--- config.mk ---
export PLATFORM = sky130hd
export DESIGN_NAME = mcp_cfg_read_scoreboard
export DESIGN_NICKNAME = d
export VERILOG_FILES = /design/src/rtl/mcp_pkg.sv /design/src/rtl/mcp_prio_enc.sv /design/src/rtl/mcp_cfg_read_scoreboard.sv
export SDC_FILE = /design/constraint.sdc
export NUM_CORES = 1
export LEC_CHECK = 0
export ABC_AREA = 1
export CAP_MARGIN = 15
export CELL_PAD_IN_SITES_DETAIL_PLACEMENT = 1
export CELL_PAD_IN_SITES_GLOBAL_PLACEMENT = 1
export CORE_MARGIN = 2
export CORE_UTILIZATION = 43
export DETAILED_ROUTE_END_ITERATION = 7
export HOLD_SLACK_MARGIN = 0.02
export PLACE_DENSITY = 0.82
export SLEW_MARGIN = 20
export SYNTH_ARGS = -nofsm -noshare
export SYNTH_HDL_FRONTEND = slang
export SYNTH_SLANG_ARGS = --single-unit
--- constraint.sdc ---
create_clock -name clk -period 4.5 [get_ports clk]
set_input_delay 0.675 -clock clk [delete_from_list [all_inputs] [get_ports clk]]
set_output_delay 0.675 -clock clk [all_outputs]
set_load 0.01 [all_outputs]
--- src/rtl/mcp_pkg.sv ---
// Shared packet-decode definitions for the MCP configuration-read scoreboard.
// Field offsets describe the WIDTH-1 bit packet delivered by the UART RX path.
package mcp_pkg;

  typedef enum logic [1:0] {
    DATA      = 2'd0,
    TEST      = 2'd1,
    CFG_WRITE = 2'd2,
    CFG_READ  = 2'd3
  } packet_declare_t;

  localparam int DECL_LSB = 0;
  localparam int DECL_W   = 2;
  localparam int CHIP_LSB = 2;
  localparam int CHIP_W   = 8;
  localparam int ADDR_LSB = 10;
  localparam int ADDR_W   = 8;
  localparam int DATA_LSB = 18;
  localparam int DATA_W   = 8;

  localparam logic [7:0] GLOBAL_ID_DEFAULT = 8'd255;

  localparam int STAT_W = 16;

  function automatic logic [STAT_W-1:0] sat_inc(input logic [STAT_W-1:0] v);
    return (&v) ? v : v + STAT_W'(1);
  endfunction

endpackage

--- src/rtl/mcp_prio_enc.sv ---
// Lowest-set-bit priority encoder with a found flag; purely combinational.
// No flow control: the index is meaningful only while found is high.
module mcp_prio_enc #(
  parameter int N  = 8,
  parameter int IW = (N > 1) ? $clog2(N) : 1
) (
  input  logic [N-1:0]  req,
  output logic [IW-1:0] idx,
  output logic          found
);

  // Scanning downward lets the lowest set bit be the last one written.
  always_comb begin
    idx   = '0;
    found = 1'b0;
    for (int i = N - 1; i >= 0; i--) begin
      if (req[i]) begin
        idx   = IW'(i);
        found = 1'b1;
      end
    end
  end

endmodule

--- src/rtl/mcp_cfg_read_scoreboard.sv ---
// Tracks outstanding LArPix config reads and matches responses; stats enabled by MCP_SB_STATS_EN.
// Pulses registered one cycle after cause; req_ready drops while all DEPTH entries are in use.
module mcp_cfg_read_scoreboard
  import mcp_pkg::*;
#(
  parameter int         WIDTH     = 64,
  parameter int         DEPTH     = 8,
  parameter int         TIMEOUT_W = 16,
  parameter logic [7:0] GLOBAL_ID = GLOBAL_ID_DEFAULT
) (
  input  logic                       clk,
  input  logic                       reset_n,
  input  logic                       req_valid,
  output logic                       req_ready,
  input  logic [7:0]                 req_chip_id,
  input  logic [7:0]                 req_addr,
  input  logic                       rx_valid,
  input  logic [WIDTH-2:0]           rx_data,
  input  logic                       rx_parity_error,
  input  logic [TIMEOUT_W-1:0]       timeout_cycles,
  output logic                       match_valid,
  output logic [7:0]                 match_chip_id,
  output logic [7:0]                 match_addr,
  output logic [7:0]                 match_data,
  output logic                       timeout_valid,
  output logic [7:0]                 timeout_chip_id,
  output logic [7:0]                 timeout_addr,
  output logic                       unexpected_valid,
  output logic [$clog2(DEPTH+1)-1:0] outstanding,
  output logic [15:0]                stat_match,
  output logic [15:0]                stat_timeout,
  output logic [15:0]                stat_unexpected,
  output logic [15:0]                stat_parity
);

  localparam int IW = $clog2(DEPTH);
  localparam int CW = $clog2(DEPTH + 1);
  localparam logic [TIMEOUT_W:0] AGE_ONE = (TIMEOUT_W + 1)'(1);

  logic [DEPTH-1:0]     ent_vld, ent_hit, ent_exp;
  logic [7:0]           ent_chip [DEPTH];
  logic [7:0]           ent_addr [DEPTH];
  logic [TIMEOUT_W-1:0] ent_age  [DEPTH];

  logic [DEPTH-1:0] free_req, cand_req, exp_req, age_due;
  logic [IW-1:0]    alloc_idx, match_idx, exp_idx;
  logic             alloc_found, match_found, exp_found;

  packet_declare_t rx_decl;
  logic [7:0]      rx_chip, rx_addr, rx_dat;
  logic            rx_cfg_rd, do_alloc, do_match, do_unexp, timeout_fire, match_bcast;
  logic            unused_rx;

  assign rx_decl   = packet_declare_t'(rx_data[DECL_LSB +: DECL_W]);
  assign rx_chip   = rx_data[CHIP_LSB +: CHIP_W];
  assign rx_addr   = rx_data[ADDR_LSB +: ADDR_W];
  assign rx_dat    = rx_data[DATA_LSB +: DATA_W];
  assign unused_rx = ^rx_data[WIDTH-2:DATA_LSB+DATA_W];
  assign rx_cfg_rd = rx_valid & ~rx_parity_error & (rx_decl == CFG_READ);

  always_comb begin
    free_req = '0;
    cand_req = '0;
    exp_req  = '0;
    age_due  = '0;
    for (int i = 0; i < DEPTH; i++) begin
      free_req[i] = ~ent_vld[i];
      cand_req[i] = ent_vld[i] & ~ent_exp[i] & (ent_addr[i] == rx_addr) &
                    ((ent_chip[i] == rx_chip) | (ent_chip[i] == GLOBAL_ID));
      exp_req[i]  = ent_vld[i] & ent_exp[i];
      age_due[i]  = ({1'b0, ent_age[i]} + AGE_ONE) >= {1'b0, timeout_cycles};
    end
  end

  mcp_prio_enc #(.N(DEPTH), .IW(IW)) u_alloc_enc (.req(free_req), .idx(alloc_idx), .found(alloc_found));
  mcp_prio_enc #(.N(DEPTH), .IW(IW)) u_match_enc (.req(cand_req), .idx(match_idx), .found(match_found));
  mcp_prio_enc #(.N(DEPTH), .IW(IW)) u_exp_enc   (.req(exp_req),  .idx(exp_idx),   .found(exp_found));

  assign req_ready    = alloc_found;
  assign do_alloc     = req_valid & alloc_found;
  assign do_match     = rx_cfg_rd & match_found;
  assign do_unexp     = rx_cfg_rd & ~match_found;
  assign match_bcast  = ent_chip[match_idx] == GLOBAL_ID;
  assign timeout_fire = exp_found & ~ent_hit[exp_idx];

  // Later assignments win: a same-cycle match retires before aging can expire it.
  always_ff @(posedge clk or negedge reset_n) begin
    if (!reset_n) begin
      ent_vld <= '0;
      ent_hit <= '0;
      ent_exp <= '0;
      for (int i = 0; i < DEPTH; i++) begin
        ent_chip[i] <= '0;
        ent_addr[i] <= '0;
        ent_age[i]  <= '0;
      end
    end else begin
      for (int i = 0; i < DEPTH; i++) begin
        if (ent_vld[i] && !ent_exp[i] && (timeout_cycles != '0)) begin
          ent_age[i] <= ent_age[i] + TIMEOUT_W'(1);
          if (age_due[i]) ent_exp[i] <= 1'b1;
        end
        if (do_match && (match_idx == IW'(i))) begin
          if (match_bcast) ent_hit[i] <= 1'b1;
          else             ent_vld[i] <= 1'b0;
        end
        if (exp_found && (exp_idx == IW'(i))) ent_vld[i] <= 1'b0;
        if (do_alloc && (alloc_idx == IW'(i))) begin
          ent_vld[i]  <= 1'b1;
          ent_chip[i] <= req_chip_id;
          ent_addr[i] <= req_addr;
          ent_age[i]  <= '0;
          ent_hit[i]  <= 1'b0;
          ent_exp[i]  <= 1'b0;
        end
      end
    end
  end

  always_ff @(posedge clk or negedge reset_n) begin
    if (!reset_n) begin
      match_valid      <= 1'b0;
      match_chip_id    <= '0;
      match_addr       <= '0;
      match_data       <= '0;
      timeout_valid    <= 1'b0;
      timeout_chip_id  <= '0;
      timeout_addr     <= '0;
      unexpected_valid <= 1'b0;
    end else begin
      match_valid      <= do_match;
      timeout_valid    <= timeout_fire;
      unexpected_valid <= do_unexp;
      if (do_match) begin
        match_chip_id <= rx_chip;
        match_addr    <= rx_addr;
        match_data    <= rx_dat;
      end
      if (timeout_fire) begin
        timeout_chip_id <= ent_chip[exp_idx];
        timeout_addr    <= ent_addr[exp_idx];
      end
    end
  end

  always_comb begin
    outstanding = '0;
    for (int i = 0; i < DEPTH; i++) outstanding = outstanding + CW'(ent_vld[i]);
  end

`ifdef MCP_SB_STATS_EN
  always_ff @(posedge clk or negedge reset_n) begin
    if (!reset_n) begin
      stat_match      <= '0;
      stat_timeout    <= '0;
      stat_unexpected <= '0;
      stat_parity     <= '0;
    end else begin
      if (do_match)                     stat_match      <= sat_inc(stat_match);
      if (timeout_fire)                 stat_timeout    <= sat_inc(stat_timeout);
      if (do_unexp)                     stat_unexpected <= sat_inc(stat_unexpected);
      if (rx_valid && rx_parity_error)  stat_parity     <= sat_inc(stat_parity);
    end
  end
`else
  assign stat_match      = '0;
  assign stat_timeout    = '0;
  assign stat_unexpected = '0;
  assign stat_parity     = '0;
`endif

endmodule

==> qor_table.md <==
| Metric | This run |
|---|---|
| Int Pwr | 8.561 mW |
| Class of the most critical hold timing path | in -> async |
| 1st-iter DRT viols | 1253 |
| Period utilization | 0.9810 |
| Worst vdd ir | 0.5387 mV |
| Number of buffers added for setup after CTS | 0 |
| Pwr/cell area | 628.5 mW/mm^2 |
| Unrepaired setup endpoints after global routing | no |
| Depth of the worst register-to-register path | 18 |
| Path type of the worst setup path | reg -> out |
| Actual transition at the worst max-transition pin | 857.7 ps |
| Hold buffer count at cts | 0 |
| Distinct cells, synth | 65 |
| Proportion of synthesized area in mux cells | 0.0005065 |
| Crit path max-delay family | adder cells |
| Total of warnings raised by yosys | 0 |
| Antenna Violating Nets Remaining | 0 |
| Leakage power of the design | 12.82 nW |
| NetSw | 7.445 mW |
| Number of flip-flops in the largest register | 128 |
| Total clock buffers created by CTS | 41 |
| Number of synthesized register bits | 323 |
| Layout Area Growth over Synthesis | 14.55% |
| I/O pins | 212 |
| TritonCTS clock tree | yes |
| Die Ht | 231.4 um |
| Post-placement setup slack | 423.2 ps |
| Simple-gate area share of the yosys netlist | 0.2395 |
| Flop pwr share | 0.310 |
| Core area | 0.05120 mm^2 |
| Worst Path Max Fanout | 5 |
| Post-route DRC violation count | 0 |
| Max Clock Freq | 226.5 MHz |
| Die ar. | 0.05354 mm^2 |
| Number of cell rows | 83 |
| Number of enable-type register cells in the synthesized netlist | 0 |
| Top Registers | ent_age (128), ent_addr (64), ent_chip (64) |
| Final setup slack of the worst path | 85.55 ps |
| Most flops, register | ent_age |
| Dominant combinational cell family by area after synthesis | simple AND/OR/NAND/NOR gates |
| Last weighted congestion value of the routability-driven placer | 0.9567 |
| GR Util All Layers | 0.3021 |
| Aggregate routed wire length | 80.08 mm |
| Overflow left after global routing | 0 |
| Outcome | finished, final reports clean |
| Combinational share of power | 0.476 |
| Number of clock sinks | 323 |
| Share of final-layout standard cells stronger than drive strength 1 | 0.07084 |
| Port-buffer cells | 110 |
| Number of vias in the routed layout | 21.38k |
| Level count of the clock H-tree | 2 |
| Slowest cell on crit path | sky130_fd_sc_hd__fa_1 |
| Critical path, cell by cell | fa_1, inv_1, fa_1, fa_1, inv_1, ha_1, fa_1, xor2_1, dlygate4sd2_1 |
| Switching part of the total power | 0.4651 |
| Parity-gate share of the synthesized area counting xor and xnor cells | 0.05318 |
| Clock-pin slew on the worst setup and hold paths | 60 ps |
| Setup TNS | 0 ps |
| Complex-gate fraction of the synthesized area | 0.1409 |
| Clock root buffer | sky130_fd_sc_hd__clkbuf_16 |
| Adder-cell share of the synthesized area | 0.08183 |
| Max-slew headroom at the worst pin | 0.4134 |
| Arrival time at the worst endpoint | 3740 ps |
| Clock power share | 0.214 |
| Max-cap violations | 0 |
| Number of buffers and inverters on the critical path | 3 |
| Dominant cell type by count on the critical path | sky130_fd_sc_hd__fa_1 |
| Number of antenna violations at the first check in global routing | 1 |
| Number of pins exceeding their max-slew limit in the final report | 0 |
| Synthesized area per cell | 7.461 um^2 |
| Final setup viols | 0 |
| Post-route clock skew | 31.70 ps |
| Number of failing hold endpoints at the final stage | 0 |
| Depth of the critical timing path with buffers and inverters included | 9 |
| Floorplan die width | 231.4 um |
| Routed wirelength normalized by instance count | 20.91 um |
| Primary flip-flop cell chosen by synthesis mapping | sky130_fd_sc_hd__dfrtp_1 |
| Seq/Total Area, Yosys | 0.3636 |
| Proportion of synthesized flip-flops having asynchronous set or reset | 1.000 |
| Detailed placement HPWL | 59.47 mm |
| Highest cell delay on the worst timing path | 530 ps |
| Final worst path period need | 4414 ps |
| Via/cell ratio | 5.584 |
| Worst path required time | 3830 ps |
| First-pass GRT wire length | 126.5 mm |
| Mapped Area | 0.02223 mm^2 |
| Fin nets | 3360 |
| Critical path endpoint category | output port |
| Number of instances in the synthesized netlist | 2980 |
| Initial core utilization | 0.4342 |
| Insertion delay to the later sink of the worst-skew pair | 600 ps |
| Pre-Repair DR Iteration Count | 5 |
| Maximum number of pins on one net before global-route repair | 102 |
| Via count of the first global-routing pass | 22.66k |
| Number of fillers in the final layout | 6437 |
| Number of buffers on the longest clock path | 3 |
| Critical path launch point type | flop |
placed cells by master, fill, tap and decap left out, drive strengths merged, types with 48 or more instances in the layout:
cell type	netlist	final
nand2	677	677
inv	459	463
dfrtp	323	323
nor2	268	268
o21ai	248	248
ha	139	139
nand3	125	125
clkdlybuf4s50	0	107
a21oi	99	99
xor2	98	98
nand4	78	78
buf	93	68
conb	1	64
clkbuf	53	62
nor3	48	48
per-layer routing:
| metal | routed length [um] | share of wire | track usage |
|---|---|---|---|
| met1 | 32720 | 0.41 | 0.3710 |
| met2 | 39530 | 0.49 | 0.5235 |
| met3 | 3746 | 0.047 | 0.03543 |
| met4 | 4069 | 0.051 | 0.1506 |
| met5 | 11 | 0.00014 | 0 |
logic make-up after synthesis:
group / Yosys count
muxes: 1
other: 1
adders and majority gates: 143
AOI/OAI and AO/OA: 527
buffers and inverters: 617
DFF: 323
and+or+nand+nor: 1233
xor gates and xnor gates: 135
Yosys cell counts (45+ instances only):
cell | instances | share of area
sky130_fd_sc_hd__nand2_1 | 651 | 0.11
sky130_fd_sc_hd__inv_1 | 438 | 0.074
sky130_fd_sc_hd__dfrtp_1 | 323 | 0.36
sky130_fd_sc_hd__nor2_1 | 256 | 0.043
sky130_fd_sc_hd__o21ai_0 | 238 | 0.054
sky130_fd_sc_hd__ha_1 | 139 | 0.078
sky130_fd_sc_hd__nand3_1 | 125 | 0.028
sky130_fd_sc_hd__xor2_1 | 98 | 0.039
sky130_fd_sc_hd__a21oi_1 | 90 | 0.020
sky130_fd_sc_hd__nand4_1 | 78 | 0.022
sky130_fd_sc_hd__buf_4 | 76 | 0.026
sky130_fd_sc_hd__clkbuf_1 | 50 | 0.0084
sky130_fd_sc_hd__o22ai_1 | 47 | 0.013
sky130_fd_sc_hd__nor3_1 | 45 | 0.010
worst paths after layout:
path / from / end / slack, ps
worst min-delay path: reset_n / ent_addr[23] / 130
worst max register to register: ent_age[0] / ent_exp[7] / 540
max in group asynchronous: reset_n / ent_age[22] / 3380
worst max-delay path: ent_vld[1] / outstanding[2] / 90
min in group clk: match_data[5] / match_data[5] / 480
worst min register to register: match_data[5] / match_data[5] / 480
repair_timing:
item | 4_1_cts | 5_1_grt
endpoints found under the hold margin | 0 | 0
resized for setup | 4 | 0
setup endpoints to repair | 2 | 0
per-stage QoR:
step           hold slack (ps)  power, mW  utilization  cell area [um^2]  cells
2_1_floorplan            379.4      9.474            -             22470   3043
3_3_place_gp             463.4      11.99       0.4704             24080   3754
3_5_place_dp             466.3      12.45       0.4704             24080   3754
4_1_cts                  195.1      15.96       0.4974             25460   3828
5_1_grt                  199.4      17.13       0.4974             25460   3828
6_report                 134.7      16.01       0.4974             25470   3829
final cells by class:
type | count | area, um^2 | share of cell area
diodes | 1 | 2.502 | 0.00009826
clock buffers | 62 | 1245 | 0.04888
clock inverters | 12 | 136.4 | 0.005355
inverters | 471 | 1778 | 0.06981
multi-input cells | 2103 | 11730 | 0.4604
flip-flops and latches | 323 | 8085 | 0.3175
well taps | 680 | 850.8 | 0.03341
repair buffers | 177 | 1644 | 0.06456
worst reg2reg max path, stage by stage (launching register included):
cell and delay [ps]:
sky130_fd_sc_hd__dfrtp_1 430, sky130_fd_sc_hd__ha_1 230, sky130_fd_sc_hd__nand3_1 130, sky130_fd_sc_hd__nor3b_1 370, sky130_fd_sc_hd__nand3_1 170, sky130_fd_sc_hd__nor2_1 190
sky130_fd_sc_hd__nand2_1 120, sky130_fd_sc_hd__nor3_1 380, sky130_fd_sc_hd__xor2_1 240, sky130_fd_sc_hd__inv_1 70, sky130_fd_sc_hd__ha_1 310, sky130_fd_sc_hd__nand4_1 150
sky130_fd_sc_hd__nor2_1 80, sky130_fd_sc_hd__a2111oi_0 330, sky130_fd_sc_hd__o21ai_0 130, sky130_fd_sc_hd__nand2_1 80, sky130_fd_sc_hd__nand3_1 100, sky130_fd_sc_hd__nand2_1 180
sky130_fd_sc_hd__o21ai_0 120
power groups by stage:
stage	logic [mW]	registers (mW)	clock network [mW]
after floorplan	4.80	4.67	0
after global placement	7.11	4.89	0
after detailed placement	7.49	4.96	0
after CTS	7.55	4.93	3.48
after global routing	8.47	5.08	3.58
final	7.62	4.96	3.43
No activity file was read; power rests on OpenSTA's default activity.
